$ cat src/rtl/cpu_sequencer.sv
// cpu_sequencer: multi-cycle fetch/decode/mem/writeback sequencer with req/done handshake.
// Optional single-step PAUSE after each writeback when SEQ_SINGLE_STEP_EN is defined.
module cpu_sequencer #(
    parameter int MEM_TIMEOUT = 15,
    parameter int CNTW = 16
) (
    input  logic            clk,
    input  logic            reset_n,
    input  logic            req,
    input  logic            halt,
    input  logic            mem_op,
    input  logic            reg_write_dec,
    input  logic            mem_write_dec,
    input  logic            mem_ready,
`ifdef SEQ_SINGLE_STEP_EN
    input  logic            step,
`endif
    output logic            pc_reset,
    output logic            ir_load,
    output logic            pc_en,
    output logic            reg_write,
    output logic            mem_req,
    output logic            mem_write,
    output logic            busy,
    output logic            done,
    output logic            err,
    output logic [2:0]      state,
    output logic [CNTW-1:0] insn_count
);
    typedef enum logic [2:0] {
        IDLE = 3'd0, START = 3'd1, FETCH = 3'd2, DECODE = 3'd3,
        MEM = 3'd4, WB = 3'd5, DONE = 3'd6, PAUSE = 3'd7
    } state_t;

    localparam int WW = MEM_TIMEOUT > 2 ? $clog2(MEM_TIMEOUT) : 1;
    localparam logic [WW-1:0] WLIM = WW'(MEM_TIMEOUT > 0 ? MEM_TIMEOUT - 1 : 0);

    state_t cur, nxt;
    logic [WW-1:0] wcnt;
    logic tmo;

    // Abort on the last permitted MEM cycle only if memory is still not ready
    assign tmo = (MEM_TIMEOUT > 0) && wcnt == WLIM && !mem_ready;

    always_comb begin
        nxt = cur;
        case (cur)
            IDLE:   nxt = req ? START : IDLE;
            START:  nxt = FETCH;
            FETCH:  nxt = DECODE;
            DECODE: nxt = halt ? DONE : mem_op ? MEM : WB;
            MEM:    nxt = mem_ready ? WB : tmo ? DONE : MEM;
`ifdef SEQ_SINGLE_STEP_EN
            WB:     nxt = PAUSE;
            PAUSE:  nxt = step ? FETCH : PAUSE;
`else
            WB:     nxt = FETCH;
`endif
            DONE:   nxt = req ? DONE : IDLE;
            default: nxt = IDLE;
        endcase
    end

    always_ff @(posedge clk or negedge reset_n) begin
        if (!reset_n) begin
            cur        <= IDLE;
            wcnt       <= '0;
            insn_count <= '0;
            err        <= 1'b0;
        end else begin
            cur  <= nxt;
            wcnt <= (cur == MEM) ? wcnt + 1'b1 : '0;
            err  <= (cur == START) ? 1'b0 : (cur == MEM && tmo) ? 1'b1 : err;
            if (cur == START)
                insn_count <= '0;
            else if (cur == WB && insn_count != '1)
                insn_count <= insn_count + 1'b1;
        end
    end

    assign pc_reset  = cur == START;
    assign ir_load   = cur == FETCH;
    assign pc_en     = cur == WB;
    assign reg_write = cur == WB && reg_write_dec;
    assign mem_req   = cur == MEM;
    assign mem_write = cur == MEM && mem_write_dec;
    assign busy      = cur inside {START, FETCH, DECODE, MEM, WB, PAUSE};
    assign done      = cur == DONE;
    assign state     = cur;
endmodule

$ cat config.mk
export PLATFORM = sky130hd
export DESIGN_NAME = cpu_sequencer
export DESIGN_NICKNAME = d
export VERILOG_FILES = /design/src/rtl/cpu_sequencer.sv
export SDC_FILE = /design/constraint.sdc
export NUM_CORES = 1
export LEC_CHECK = 0
export CORE_MARGIN = 2
export CORE_UTILIZATION = 45
export DETAILED_ROUTE_END_ITERATION = 16
export PLACE_DENSITY_LB_ADDON = 0.08
export SLEW_MARGIN = 20
export SYNTH_ARGS = -nofsm -noshare
export SYNTH_HDL_FRONTEND = slang
export SYNTH_SLANG_ARGS = --single-unit
$ cat constraint.sdc
create_clock -name clk -period 3.75 [get_ports clk]
set_input_delay 0.75 -clock clk [delete_from_list [all_inputs] [get_ports clk]]
set_output_delay 0.75 -clock clk [all_outputs]
set_load 0.005 [all_outputs]
==> impl_metrics.yaml <==
sta:
  clock_skew_ns: 0.00890
  slew_headroom_pct: 33.0
  finalCritPeriodShare_pct: 81.5
  worst_pin_slew_ns: 0.996
  final-setup-viol-count: 0
  finalHoldViolations: 0
  rsz0062_at_grt: "false"
  fmax_ghz: 0.327
  setup-tns-final_ns: 0
  slew_viol_final: 0
  period_minus_slack_ns: 3.05
flow_run:
  maxCapViolCount: 0
power:
  vdd.ir_drop.worst_mv: 0.299
  p_per_area_nw_per_um2: 432
  cellLeakagePower_nw: 0.707
routing:
  drc_errors: 0
  drt_iter0_drc: 21
  wl_mm: 3.28
  drt-pass1-iter-count: 4
  viasPerCell: 5.86
  avgRoutedWirePerCell_microns: 14.7
  vias: 1307
  ant_nets: 0
die:
  pin_count: 36
  core_area_sq_um: 3000
  floorplan.initialDensity_pct: 46.4
  num_rows: 20
  die_w_microns: 59.6
  dieArea_sq_um: 3560
  dieHeight_microns: 59.6
worst_setup_path:
  crit_type: "reg2out"
  worst_setup_path_end_kind: "output port"
  crit_path_frequent_cell: "inv_1"
  crit_arrival_ns: 2.30
  max_stage_delay_ns: 0.59
  critPathLaunchType: "flop"
  required_ns: 3.00
  cp_cell_sequence: "inv_1 -> or3_1 -> inv_1 -> and2_1 -> clkdlybuf4s50_1"
  slowest_stage: "dfrtp_1"
  critPathMaxFanout: 13
synth:
  synthDistinctLibCells: 42
  avgSynthCellArea_sq_um: 8.93
  synthesis.nets: 167
  synth_edf_count: 0
  ys.flop_type: "dfrtp_1"
  syn_inst: 156
  yosysWarnings: 0
  synth-async-reset-ratio_pct: 100
  ys_seq_area_share_pct: 43.1
  syn_area_sq_um: 1390
  ys_ff_latch: 24
layout:
  antennaDiodeCount: 0
  seqCellArea_sq_um: 601
  fin_nets: 202
  multi_input_area_sq_um: 723
  syn_to_final_growth_pct: 28.9
  postLayoutCoreUtil_pct: 59.8
  fill_cells: 267
  layout-drive-gt1-share_pct: 6.84
clocking:
  clk_latency_ns: 0.32
  path_clk_slew_ns: 0.14
  postCtsSetupBuffers: 0
  cts_tree: "done"
  cts_resized: 0
  h-tree-depth: 1
  clock_path_buffers: 2
  hold_buffers: 0
  cts.sinks: 24
  ctsRootBufferMaster: "clkbuf_4"
  numCtsBuffers: 3
run_status:
  status: "complete, no violations"
grt:
  grt_max_degree: 25
  grt_usage_pct: 20.9
  grt_overflow: 0
  grt_pass1_wl_mm: 5.67
  antenna_found_initial: 0
  grt_pass1_vias: 1278
placement:
  dp_hpwl_mm: 2.42
  place.gp.congestion: 0.831
  port-buffer-count: 35
worst_hold_path:
  hold_path.class: "in2async"
cell usage after synthesis, types with 3 or more instances:
library cell	count	share of area (%)
o21ai_0	5	1.8
ha_1	3	2.7
dfrtp_1	24	43
or4_1	6	3.2
nor2_1	9	2.4
nor3_1	3	1.1
nand4_1	4	1.8
mux2i_1	3	2.2
nand2b_1	3	1.3
o211ai_1	4	2.2
clkbuf_1	4	1.1
nand3_1	7	2.5
o31ai_1	7	3.8
nand2_1	16	4.3
inv_1	11	3.0
a21oi_1	10	3.6
registers in the layout, summed over array words and instances, names as in the netlist:
signal,flops
wcnt,4
state,3
insn_count,16
err,1
cells by family (layout without fill, tap and decap cells):
kind of cell,Yosys count,in the layout,share of synthesized area (%)
flip-flops,24,24,43.1
multiplexers,3,3,2.16
buffers and inverters,18,52,4.94
XOR/XNOR,3,3,1.89
AND/OR/NAND/NOR,69,69,27.6
AO/OA/AOI/OAI,36,36,17.6
adder cells (fa/ha/maj),3,3,2.70
path summary, 6_finish.rpt:
path | from | to | slack (ns) | cells after the start
max | state[2] | mem_write | 0.70 | 5
min | reset_n | insn_count[9] | 0.39 | 1
max reg2reg | state[1] | insn_count[9] | 1.52 | 4
min reg2reg | wcnt[0] | wcnt[0] | 0.51 | 1
max in group asynchronous | reset_n | insn_count[0] | 2.99 | 1
min in group clk | wcnt[0] | wcnt[0] | 0.51 | 1
routing by layer:
layer	vias to the layer above	wire length [microns]	track usage, %
met5	-	0	0
met1	615	1490	28.8
met2	42	1600	33.4
li1	648	-	-
met3	2	173	3.06
met4	0	19	7.62
power by group:
| part | internal, W | total [W] | switching (W) |
|---|---|---|---|
| Clock | 0.0000593 | 0.000139 | 0.0000800 |
| Sequential | 0.000286 | 0.000353 | 0.0000662 |
| Combinational | 0.000160 | 0.000285 | 0.000125 |
cell type report:
type                            instances  area share (%)
Tap cell                               33            2.30
Sequential cell                        24            33.4
Clock buffer                            4            2.02
Timing Repair Buffer                   35            19.2
Multi-Input combinational cell        114            40.3
Inverter                               13            2.72
metrics by stage:
step | cells | hold slack [ns] | total power [W] | cell area [sq um] | setup WS (ns)
after floorplan | 156 | 0.454 | 0.000491 | 1390 | 1.72
after global placement | 219 | 0.482 | 0.000634 | 1760 | 1.11
after detailed placement | 219 | 0.486 | 0.000641 | 1760 | 1.06
after CTS | 223 | 0.508 | 0.000787 | 1800 | 0.666
after global routing | 223 | 0.408 | 0.000832 | 1800 | 0.520
final | 223 | 0.389 | 0.000777 | 1800 | 0.696
critical path, delay by kind of cell, from the launching register on:
kind | cells | cell delay, ns
flip-flops | 1 | 0.59
buffers and inverters | 3 | 0.83
AND/OR/NAND/NOR | 2 | 0.56
cells in the final DEF (no fill, tap or decap), types with 2 or more instances in the layout:
master and instances:
nor2_1 9, clkbuf_4 3, dfrtp_1 24, o21ai_0 5
xnor2_1 2, a221o_1 2, nand4_1 4, inv_1 11
nor4_1 2, nor2b_1 2, nor3_1 3, o31ai_1 7
o211ai_1 4, a21oi_1 10, a211oi_1 2, or3_2 2
and4_1 2, and2_1 2, nand3_1 7, nand2b_1 3
nand3b_1 2, or4_1 6, clkdlybuf4s50_1 34, ha_1 3
nor3b_1 2, mux2i_1 3, or3_1 2, nand2_1 16
Note: power is estimated with default switching activity, not from simulation.
